`src/rtl/ioctl_pkg.sv`:
```
// ioctl_pkg: shared definitions for the HPS ioctl upload and download paths
package ioctl_pkg;
  typedef enum logic [1:0] {IDLE, PAUSE, READY, READ} state_e;
  localparam logic [7:0] FILL = 8'hFF;
  localparam logic [7:0] IDX_ROM = 8'd0;
  localparam logic [7:0] IDX_CORE = 8'd1;
  localparam logic [7:0] IDX_NVRAM = 8'd4;
endpackage

```
`src/rtl/ioctl_upload_reader.sv`:
```
// ioctl_upload_reader: serves ioctl upload reads from a game RAM while holding the core paused
module ioctl_upload_reader
  import ioctl_pkg::*;
#(
  parameter logic [7:0] INDEX = IDX_NVRAM,
  parameter int ADDR_W = 10,
  parameter int SIZE = 1024,
  parameter int RAM_LATENCY = 1
) (
  input  logic              clk,
  input  logic              reset,
  input  logic              ioctl_upload,
  input  logic [7:0]        ioctl_index,
  input  logic              ioctl_rd,
  input  logic [24:0]       ioctl_addr,
  output logic [7:0]        ioctl_din,
  output logic              ioctl_wait,
  output logic              pause_req,
  input  logic              pause_ack,
  output logic [ADDR_W-1:0] ram_addr,
  output logic              ram_rd,
  input  logic [7:0]        ram_data,
  output logic              active
);
  state_e state_q, state_d;
  logic [24:0] addr_q, addr_d;
  logic pend_q, pend_d, oor_q, oor_d;
  logic [2:0] cnt_q, cnt_d;
  logic [7:0] din_q, din_d;
  logic wait_q, wait_d, preq_q, preq_d, rd_q, rd_d, act_q, act_d;
  logic [ADDR_W-1:0] raddr_q, raddr_d;
  logic sel, fresh, issue, inr;
  logic [24:0] src;
  assign sel = ioctl_upload && ioctl_index == INDEX;
  assign fresh = ioctl_rd && !wait_q;
  assign src = pend_q ? addr_q : ioctl_addr;
  assign inr = src < 25'(SIZE);
  // next state: requests queued during the pause are issued on the edge that sees the ack
  always_comb begin
    state_d = state_q;
    addr_d = addr_q;
    pend_d = pend_q;
    oor_d = oor_q;
    cnt_d = cnt_q;
    din_d = din_q;
    wait_d = wait_q;
    preq_d = preq_q;
    raddr_d = raddr_q;
    rd_d = 1'b0;
    issue = 1'b0;
    unique case (state_q)
      IDLE: begin
        preq_d = sel;
        state_d = sel ? PAUSE : IDLE;
      end
      PAUSE: begin
        if (!sel) begin
          preq_d = 1'b0;
          pend_d = 1'b0;
          wait_d = 1'b0;
          state_d = IDLE;
        end else if (pause_ack) begin
          issue = pend_q || fresh;
          state_d = READY;
        end else if (fresh) begin
          addr_d = ioctl_addr;
          pend_d = 1'b1;
          wait_d = 1'b1;
        end
      end
      READY: begin
        preq_d = sel;
        state_d = sel ? READY : IDLE;
        issue = sel && fresh;
      end
      READ: begin
        if (cnt_q == 3'd0) begin
          din_d = oor_q ? FILL : ram_data;
          wait_d = 1'b0;
          preq_d = sel;
          state_d = sel ? READY : IDLE;
        end else begin
          cnt_d = cnt_q - 3'd1;
        end
      end
      default: state_d = IDLE;
    endcase
    if (issue) begin
      raddr_d = inr ? src[ADDR_W-1:0] : raddr_q;
      rd_d = inr;
      oor_d = !inr;
      cnt_d = inr ? 3'(RAM_LATENCY) : 3'd0;
      wait_d = 1'b1;
      pend_d = 1'b0;
      state_d = READ;
    end
    act_d = state_d != IDLE;
  end
  // state and registered outputs
  always_ff @(posedge clk) begin
    if (reset) begin
      state_q <= IDLE;
      addr_q <= '0;
      pend_q <= 1'b0;
      oor_q <= 1'b0;
      cnt_q <= '0;
      din_q <= 8'h00;
      wait_q <= 1'b0;
      preq_q <= 1'b0;
      raddr_q <= '0;
      rd_q <= 1'b0;
      act_q <= 1'b0;
    end else begin
      state_q <= state_d;
      addr_q <= addr_d;
      pend_q <= pend_d;
      oor_q <= oor_d;
      cnt_q <= cnt_d;
      din_q <= din_d;
      wait_q <= wait_d;
      preq_q <= preq_d;
      raddr_q <= raddr_d;
      rd_q <= rd_d;
      act_q <= act_d;
    end
  end
  assign ioctl_din = din_q;
  assign ioctl_wait = wait_q;
  assign pause_req = preq_q;
  assign ram_addr = raddr_q;
  assign ram_rd = rd_q;
  assign active = act_q;
endmodule
```
`config.mk`:
```
export PLATFORM = sky130hd
export DESIGN_NAME = ioctl_upload_reader
export DESIGN_NICKNAME = d
export VERILOG_FILES = /design/src/rtl/ioctl_pkg.sv /design/src/rtl/ioctl_upload_reader.sv
export SDC_FILE = /design/constraint.sdc
export NUM_CORES = 1
export LEC_CHECK = 0
export ABC_AREA = 0
export CAP_MARGIN = 20
export CORE_MARGIN = 2
export CORE_UTILIZATION = 43
export CTS_CLUSTER_SIZE = 10
export DETAILED_ROUTE_END_ITERATION = 8
export GPL_TIMING_DRIVEN = 1
export PLACE_DENSITY = 0.82
export SLEW_MARGIN = 5
export SYNTH_ARGS = -nofsm -noshare
export SYNTH_HDL_FRONTEND = slang
export SYNTH_SLANG_ARGS = --single-unit
export TNS_END_PERCENT = 5
```
`constraint.sdc`:
```
create_clock -name clk -period 1.9 [get_ports clk]
set_input_delay 0.19 -clock clk [delete_from_list [all_inputs] [get_ports clk]]
set_output_delay 0.19 -clock clk [all_outputs]
set_load 0.005 [all_outputs]
```
==> results.py, run 1 <==
metrics = {
    "worst_setup_path": {
        "critPathLaunchType": "flip-flop",
        "worstPathArrival_ns": 1.95,
        "r2r_start": "state_q[1]",
        "r2r_slack_ns": 0.15,
        "critical_path_required_ns": 2.10,
        "cp_max_fo": 25,
        "r2r_end": "addr_q[20]",
        "end_kind": "flip-flop",
        "worst-setup-path-type": "flip-flop to flip-flop",
        "r2r_cells": 7,
    },
    "synth": {
        "ys_types": 44,
        "synth.most_common_cell": "dfxtp_1",
        "ys_ff_latch": 54,
        "async_flop_share_pct": 0,
        "yosys.area.top_type": "dfxtp_1",
        "yosysSeqAreaShare_pct": 44.3,
        "syn_nets": 312,
        "synth_area_um2": 2440,
        "yosys-mux-area-fraction_pct": 19.0,
        "avgSynthCellArea_um2": 9.42,
        "synth_edf_count": 0,
        "synth_top_area_share_pct": 44.3,
        "synth_xor_area_share_pct": 0.718,
        "synth_top_family_by_area": "simple AND/OR/NAND/NOR gates",
        "yosysWarnings": 0,
        "synth_compound_area_share_pct": 8.00,
        "synth_ff_type": "dfxtp_1",
        "synth_commonest_cells": "54 x dfxtp_1, 49 x nor2_1, 35 x mux2i_1",
        "synthCells": 259,
        "synthAdderAreaFrac_pct": 3.59,
        "synth-simple-area-share_pct": 20.4,
        "synth.area.top_cells": "dfxtp_1 44%, mux2i_1 14%, nor2_1 7.5%",
    },
    "drt": {
        "wl_per_cell_um": 12.8,
        "first_pass_iters": 4,
        "drt-initial-drc-count": 97,
        "via_count": 2073,
        "viasPerCell": 5.12,
        "wl_um": 5180,
        "antenna_left": 0,
        "drc": 0,
    },
    "placed_design": {
        "dp_worst_setup_slack_ns": -0.0464,
        "placed_cell_area_um2": 3260,
        "portBuffers": 67,
        "hpwl_um": 3740,
        "gp_routability_congestion": 0.799,
    },
    "pwr": {
        "p_leak_nw": 1.49,
        "powerDensity_nw_per_um2": 584,
        "swShare_pct": 21.9,
        "power_frac_clock_pct": 34.1,
        "power_mw": 1.97,
        "seq_power_share_pct": 57.4,
        "intPower_mw": 1.54,
        "p_switching_mw": 0.431,
        "irDropWorstVdd_uv": 371,
        "combPwrFrac_pct": 8.5,
    },
    "min_path": {
        "worstHoldPathCells": 2,
        "min_from": "ram_addr[4]",
        "min_to": "ram_addr[4]",
        "worstHoldPathType": "flip-flop to flip-flop",
    },
    "timing": {
        "maxSlewViolCount": 0,
        "finalHoldViolations": 0,
        "tightestPinTransition_ns": 0.366,
        "skew_ns": 0.00955,
        "fmax_mhz": 570,
        "setup_ws_ns": 0.147,
        "slew_headroom_pct": 75.4,
        "hold_ws_ns": 0.462,
        "post-route-period-util_pct": 92.3,
        "setup_viol": 0,
        "rsz0062_at_grt": "false",
        "post-route-min-period_ns": 1.75,
    },
    "global_routing": {
        "grt_usage_pct": 17.5,
        "first_global_vias": 2039,
        "grt_pass1_wl_um": 8840,
        "grt-ovfl-total": 0,
        "grt_max_degree": 31,
        "antenna_found_initial": 0,
    },
    "layout": {
        "multiInputGateArea_um2": 1270,
        "fin_nets": 385,
        "stdcell_area_um2": 3380,
        "fin_util_pct": 61.3,
        "drive_gt1_share_pct": 11.7,
        "syn_to_final_growth_pct": 38.5,
        "diodes": 0,
        "register_area_um2": 1080,
        "n_fill_cell": 466,
    },
    "clock_network": {
        "clock_sinks": 54,
        "clkTransAtPathRegs_ns": 0.10,
        "cts_hold_buf": 0,
        "cts.path.max_buffers": 2,
        "cts_setup_buffers": 0,
        "cts_resized": 1,
        "cts_tree": "built",
        "htreeDepth": 2,
        "cts_root_buffer": "clkbuf_8",
        "insertion_delay_ns": 0.30,
        "numCtsBuffers": 5,
    },
    "floorplanning": {
        "start_util_pct": 44.3,
        "dieWidth_um": 79.3,
        "fp-row-count": 27,
        "die_h_um": 79.3,
        "ios": 68,
        "core_um2": 5510,
        "die_area_um2": 6290,
    },
    "job": {
        "cap_viol_max_count": 0,
    },
    "outcome": {
        "status": "complete, no violations",
    },
}
[critical path: stages (launching register included)]
cell and delay [ns]:
dfxtp_2 0.40, inv_1 0.09, ha_1 0.22, and4bb_2 0.24, nand4_1 0.17, buf_12 0.24
mux2i_1 0.22, nor2_1 0.06
[logic make-up (layout without fill, tap and decap cells)]
group,after synthesis,after routing
AOI/OAI and AO/OA,26,26
xor gates and xnor gates,2,2
adders and majority gates,7,7
buffers and inverters,21,95
DFF,54,54
muxes,45,45
and+or+nand+nor,104,104
[stage by stage]
stage	setup TNS (ns)	std cells
6_report	0	405
2_1_floorplan	0	259
3_5_place_dp	-0.326	397
5_1_grt	0	405
4_1_cts	0	405
3_3_place_gp	-0.282	397
[flip-flops by register name (all words and copies together), names as in the netlist]
signal	flops
ioctl_wait	1
ram_rd	1
state_q	2
ram_addr	10
pend_q	1
ioctl_din	8
cnt_q	3
pause_req	1
oor_q	1
addr_q	25
active	1
[placed cells by master (no fill, tap or decap), types with 2 or more instances in the layout]
cell type | synthesis | layout
nor4_1 | 7 | 7
buf_4 | 2 | 10
mux2i_1 | 35 | 35
a211oi_1 | 8 | 8
o21ai_0 | 2 | 2
a21oi_1 | 2 | 2
o31ai_1 | 2 | 2
nor3b_1 | 2 | 2
nand4_1 | 4 | 4
buf_12 | 0 | 3
inv_1 | 7 | 7
a31oi_1 | 3 | 3
nand2_1 | 26 | 26
mux2_2 | 10 | 10
dfxtp_1 | 54 | 53
nor2_1 | 49 | 49
clkbuf_8 | 0 | 6
nor3_1 | 2 | 2
nand3_1 | 2 | 2
clkdlybuf4s50_1 | 0 | 67
ha_1 | 7 | 7
[how the worst max path moves through the flow]
| stage | slack, ns | startpoint | end |
|---|---|---|---|
| 2_1_floorplan | 0.13 | state_q[1] | addr_q[0] |
| 3_3_place_gp | -0.03 | ioctl_addr[11] | ram_addr[8] |
| 3_5_place_dp | -0.05 | ioctl_addr[11] | ram_addr[5] |
| 4_1_cts | 0.08 | state_q[1] | addr_q[20] |
| 5_1_grt | 0.03 | state_q[1] | addr_q[20] |
| 6_report | 0.15 | state_q[1] | addr_q[20] |
[cell type report]
class	instances	area share, %
Clock buffer	6	2.45
Clock inverter	2	0.482
Inverter	7	0.778
Multi-Input combinational cell	184	37.7
Sequential cell	54	32.0
Tap cell	72	2.67
Timing Repair Buffer	80	23.9
[per-layer routing]
metal	GRT usage (%)	vias up	wire length (um)	part of all wire, %
met3	4.20	6	190	3.7
met2	30.9	51	2650	51
met5	0	-	0	0
li1	-	1054	-	-
met1	21.0	962	2280	44
met4	5.34	0	55	1.1
[power by group through the flow]
| stage | clock network, mW | logic [mW] | registers [mW] |
|---|---|---|---|
| CTS | 0.705 | 0.169 | 1.13 |
| detailed placement | 0 | 0.168 | 1.16 |
| global route | 0.749 | 0.181 | 1.13 |
| global placement | 0 | 0.166 | 1.16 |
| finish | 0.672 | 0.168 | 1.13 |
| floorplan | 0 | 0.0466 | 1.16 |
No activity file was read; power rests on OpenSTA's default activity.
==> run 2: changes to the inputs <==
--- a/config.mk
+++ b/config.mk
@@ -8,11 +8,11 @@
 export ABC_AREA = 0
 export CAP_MARGIN = 20
 export CORE_MARGIN = 2
-export CORE_UTILIZATION = 43
+export CORE_UTILIZATION = 30
 export CTS_CLUSTER_SIZE = 10
 export DETAILED_ROUTE_END_ITERATION = 8
 export GPL_TIMING_DRIVEN = 1
-export PLACE_DENSITY = 0.82
+export PLACE_DENSITY = 0.62
 export SLEW_MARGIN = 5
 export SYNTH_ARGS = -nofsm -noshare
 export SYNTH_HDL_FRONTEND = slang
==> results.py, run 2 (synthesis results as in run 1) <==
metrics = {
    "outcome": {
        "status": "complete, no violations",
    },
    "layout": {
        "diodes": 0,
        "final_cell_mix": "67 x clkdlybuf4s50_1, 52 x dfxtp_1, 49 x nor2_1",
        "syn_to_final_growth_pct": 40.4,
        "fin_nets": 389,
        "n_fill_cell": 780,
        "largest_reg_flops": 25,
        "drive_gt1_share_pct": 12.5,
        "fin_cells": 439,
        "final_common_cell": "clkdlybuf4s50_1",
        "top_register": "addr_q",
        "fin_util_pct": 43.8,
    },
    "drt": {
        "drt-initial-drc-count": 100,
        "drc": 0,
        "antenna_left": 0,
        "via_count": 2062,
        "viasPerCell": 4.70,
        "wl_um": 5500,
        "wl_per_cell_um": 12.5,
        "first_pass_iters": 4,
    },
    "pwr": {
        "p_leak_nw": 1.50,
        "powerDensity_nw_per_um2": 579,
        "irDropWorstVdd_uv": 276,
    },
    "min_path": {
        "worstHoldPathCells": 2,
        "worstHoldPathType": "flip-flop to flip-flop",
    },
    "worst_setup_path": {
        "end_kind": "flip-flop",
        "r2r_start": "state_q[1]",
        "crit_buf_inv": 2,
        "critical_path_required_ns": 2.10,
        "r2r_slack_ns": 0.14,
        "crit_family": "simple AND/OR/NAND/NOR gates",
        "crit_end": "addr_q[20]",
        "r2r_end": "addr_q[20]",
        "worst_path_max_delay_cell": "dfxtp_2",
        "worst-setup-path-type": "flip-flop to flip-flop",
        "critPathLaunchType": "flip-flop",
        "cp-startpoint": "state_q[1]",
        "worstPathArrival_ns": 1.96,
        "crit_cells": 7,
        "r2r_cells": 7,
        "cp_max_fo": 21,
        "cpPeakStageDelay_ns": 0.39,
        "crit_chain": "inv_1 -> ha_1 -> and4bb_2 -> nand4_1 -> buf_12 -> mux2i_1 -> nor2_1",
    },
    "clock_network": {
        "cts_hold_buf": 0,
        "clkTransAtPathRegs_ns": 0.10,
        "insertion_delay_ns": 0.30,
        "cts_resized": 0,
        "numCtsBuffers": 5,
        "cts_setup_buffers": 0,
        "cts_root_buffer": "clkbuf_8",
        "cts.path.max_buffers": 2,
        "cts_tree": "built",
        "htreeDepth": 2,
        "clock_sinks": 54,
    },
    "floorplanning": {
        "core_um2": 7810,
        "dieWidth_um": 94.2,
        "ios": 68,
        "start_util_pct": 31.2,
        "die_h_um": 94.2,
        "die_area_um2": 8870,
        "fp-row-count": 32,
    },
    "timing": {
        "fmax_mhz": 569,
        "setup_viol": 0,
        "skew_ns": 0.00739,
        "setup_ws_ns": 0.142,
        "slew_headroom_pct": 69.6,
        "tightestPinTransition_ns": 0.452,
        "post-route-period-util_pct": 92.5,
        "maxSlewViolCount": 0,
        "finalHoldViolations": 0,
        "rsz0062_at_grt": "false",
        "post-route-min-period_ns": 1.76,
    },
    "placed_design": {
        "portBuffers": 67,
        "dp_worst_setup_slack_ns": -0.128,
        "gp_routability_congestion": 0.820,
        "numPlacedInstances": 431,
        "hpwl_um": 4190,
    },
    "global_routing": {
        "grt_pass1_wl_um": 9070,
        "grt-ovfl-total": 0,
        "grt_max_degree": 23,
        "first_global_vias": 1985,
        "antenna_found_initial": 0,
        "grt_usage_pct": 12.9,
    },
    "job": {
        "cap_viol_max_count": 0,
    },
}
## run 2: cell count changes in the layout (fill, tap and decap cells not counted), sizes merged
cell      change
clkinvlp      -1
clkbuf        +1
buf           +4
## run 2: cell type report
class                      count  area [um2]  area share (%)
multi-input combinational    184        1270            37.0
clock buffer                   7        86.3            2.52
clock inverter                 1        8.76           0.256
tap                          102         128            3.73
sequential                    54        1080            31.7
timing repair buffer          84         823            24.0
inverter                       7        26.3           0.768
## run 2: metrics by stage
| stage | hold slack (ns) | power, mW | area, um2 | TNS, ns |
|---|---|---|---|---|
| after global routing | 0.468 | 2.07 | 3420 | 0 |
| final | 0.470 | 1.98 | 3420 | 0 |
| after global placement | 0.447 | 1.32 | 3320 | -1.70 |
| after detailed placement | 0.458 | 1.33 | 3320 | -1.63 |
| after floorplan | 0.334 | 1.20 | 2440 | 0 |
| after CTS | 0.463 | 2.02 | 3410 | 0 |
## run 2: metal layers
| layer | GRT usage, % | up-vias | part of all wire (%) |
|---|---|---|---|
| li1 | - | 1058 | - |
| met1 | 16.0 | 962 | 47 |
| met2 | 22.3 | 38 | 49 |
| met3 | 3.29 | 4 | 3.9 |
| met4 | 2.66 | 0 | 0.87 |
| met5 | 0 | - | 0 |
## run 2: worst min path at each step
stage | slack (ns) | end | from
2_1_floorplan | 0.33 | addr_q[0] | ioctl_addr[0]
3_3_place_gp | 0.45 | ram_addr[0] | ram_addr[0]
3_5_place_dp | 0.46 | ram_addr[0] | ram_addr[0]
4_1_cts | 0.46 | ioctl_din[1] | ram_data[1]
5_1_grt | 0.47 | ioctl_din[6] | ram_data[6]
6_report | 0.47 | ram_addr[3] | ram_addr[3]
## run 2: power breakdown
part	internal, mW	switching [mW]	total [mW]	leakage, nW
Combinational	0.108	0.0594	0.168	1.02
Clock	0.302	0.380	0.682	0.0489
Sequential	1.13	0.0000558	1.13	0.436
Total	1.54	0.439	1.98	1.50
## run 2: worst reg2reg max path, stage by stage (launching register included)
cell      delay, ns
dfxtp_2        0.39
inv_1          0.09
ha_1           0.21
and4bb_2       0.24
nand4_1        0.21
buf_12         0.23
mux2i_1        0.24
nor2_1         0.05
==> run 3: changes to the inputs <==
--- a/config.mk
+++ b/config.mk
@@ -12,7 +12,7 @@
 export CTS_CLUSTER_SIZE = 10
 export DETAILED_ROUTE_END_ITERATION = 8
 export GPL_TIMING_DRIVEN = 1
-export PLACE_DENSITY = 0.62
+export PLACE_DENSITY = 0.6
 export SLEW_MARGIN = 5
 export SYNTH_ARGS = -nofsm -noshare
 export SYNTH_HDL_FRONTEND = slang
==> constraint.sdc (replaced) <==
create_clock -name clk -period 2.2 [get_ports clk]
set_input_delay 0.22 -clock clk [delete_from_list [all_inputs] [get_ports clk]]
set_output_delay 0.22 -clock clk [all_outputs]
set_load 0.005 [all_outputs]
==> results.py, run 3 (synthesis results as in run 1) <==
metrics = {
    "outcome": {
        "status": "complete, no violations",
    },
    "clock_network": {
        "htreeDepth": 2,
        "clkTransAtPathRegs_ns": 0.10,
        "cts_hold_buf": 0,
        "cts_tree": "built",
        "cts.path.max_buffers": 2,
        "cts_root_buffer": "clkbuf_8",
        "cts_resized": 0,
        "insertion_delay_ns": 0.30,
        "numCtsBuffers": 5,
        "clock_sinks": 54,
        "cts_setup_buffers": 0,
    },
    "layout": {
        "fin_nets": 380,
        "final_cell_mix": "66 x clkdlybuf4s50_1, 54 x dfxtp_1, 49 x nor2_1",
        "syn_to_final_growth_pct": 37.6,
        "final_common_cell": "clkdlybuf4s50_1",
        "top_register": "addr_q",
        "fin_cells": 429,
        "drive_gt1_share_pct": 9.48,
        "diodes": 0,
        "stdcell_area_um2": 3350,
        "largest_reg_flops": 25,
    },
    "pwr": {
        "powerDensity_nw_per_um2": 527,
        "irDropWorstVdd_uv": 264,
        "p_leak_nw": 1.46,
        "power_mw": 1.77,
    },
    "job": {
        "cap_viol_max_count": 0,
    },
    "drt": {
        "antenna_left": 0,
        "first_pass_iters": 4,
        "drt-initial-drc-count": 50,
        "wl_um": 5400,
        "drc": 0,
        "wl_per_cell_um": 12.6,
        "via_count": 2004,
        "viasPerCell": 4.67,
    },
    "timing": {
        "finalHoldViolations": 0,
        "setup_viol": 0,
        "post-route-min-period_ns": 1.92,
        "hold_ws_ns": 0.318,
        "finalSetupTns_ns": 0,
        "maxSlewViolCount": 0,
        "skew_ns": 0.0112,
        "tightestPinTransition_ns": 0.413,
        "rsz0062_at_grt": "false",
        "slew_headroom_pct": 72.4,
        "post-route-period-util_pct": 87.4,
        "fmax_mhz": 520,
    },
    "worst_setup_path": {
        "worst-setup-path-type": "flip-flop to flip-flop",
        "cp_max_fo": 6,
        "r2r_start": "state_q[0]",
        "end_kind": "flip-flop",
        "r2r_cells": 6,
        "critical_path_required_ns": 2.39,
        "cp-startpoint": "state_q[0]",
        "r2r_slack_ns": 0.28,
        "crit_end": "pend_q",
        "worstPathArrival_ns": 2.12,
        "critPathLaunchType": "flip-flop",
        "r2r_end": "pend_q",
    },
    "floorplanning": {
        "fp-row-count": 32,
        "core_um2": 7810,
        "start_util_pct": 31.2,
        "die_h_um": 94.2,
        "die_area_um2": 8870,
        "ios": 68,
        "dieWidth_um": 94.2,
    },
    "global_routing": {
        "antenna_found_initial": 0,
        "grt_pass1_wl_um": 8780,
        "first_global_vias": 1881,
        "grt-ovfl-total": 0,
        "grt_usage_pct": 12.5,
        "grt_max_degree": 26,
    },
    "placed_design": {
        "gp_routability_congestion": 0.717,
        "hpwl_um": 3970,
        "numPlacedInstances": 422,
        "placed_cell_area_um2": 3250,
        "portBuffers": 67,
    },
    "min_path": {
        "worstHoldPathType": "input pin to flip-flop",
    },
}
## run 3: cell count changes in the layout (fill, tap and decap cells not counted)
cell and change:
a2111oi_0 +1, a2111oi_2 -1, buf_2 +1, buf_4 -9, bufinv_16 +1, clkbuf_1 -1
clkbuf_8 -1, clkdlybuf4s50_1 -1, clkinv_4 +1, dfxtp_1 +2, dfxtp_2 -2, inv_6 -1
## run 3: worst min path at each step
| stage | cells after the start | to | start | slack (ns) |
|---|---|---|---|---|
| 2_1_floorplan | 2 | addr_q[0] | ioctl_addr[0] | 0.36 |
| 3_3_place_gp | 2 | ram_addr[6] | ram_addr[6] | 0.45 |
| 3_5_place_dp | 2 | ram_addr[8] | ram_addr[8] | 0.45 |
| 4_1_cts | 2 | ram_rd | reset | 0.32 |
| 5_1_grt | 2 | addr_q[8] | reset | 0.33 |
| 6_report | 2 | ram_rd | reset | 0.32 |
## run 3: area by class of cell
| class | instances | area (um2) |
|---|---|---|
| Sequential cell | 54 | 1080 |
| Fill cell | 810 | 4450 |
| Clock inverter | 2 | 38.8 |
| Tap cell | 102 | 128 |
| Clock buffer | 5 | 68.8 |
| Timing Repair Buffer | 75 | 751 |
| Inverter | 7 | 26.3 |
| Multi-Input combinational cell | 184 | 1260 |
## run 3: metal layers
metal / track usage [%] / share of wire [%] / up-vias
met3: 3.53 / 5.9 / 5
li1: - / - / 1041
met1: 15.4 / 46 / 908
met2: 21.3 / 47 / 50
met4: 3.26 / 0.70 / 0
met5: 0 / 0 / -
## run 3: per-stage QoR
step | util (%) | setup slack [ns]
finish | 43.0 | 0.276
global route | 43.0 | 0.130
CTS | 43.0 | 0.275
global placement | 41.6 | 0.211
floorplan | - | 0.428
detailed placement | 41.6 | 0.212
## run 3: worst max-delay path, cell delays in order, from the launching register on
cell and delay [ns]:
dfxtp_1 0.45, inv_1 0.11, ha_1 0.22, and3b_1 0.19, o221ai_1 0.33, nor2_1 0.16
a2111oi_0 0.36
## run 3: where the power goes
| group | internal, mW | total, mW | switching (mW) |
|---|---|---|---|
| sequential | 0.977 | 0.977 | 0.0000632 |
| combinational | 0.0885 | 0.138 | 0.0499 |
| clock | 0.335 | 0.653 | 0.318 |
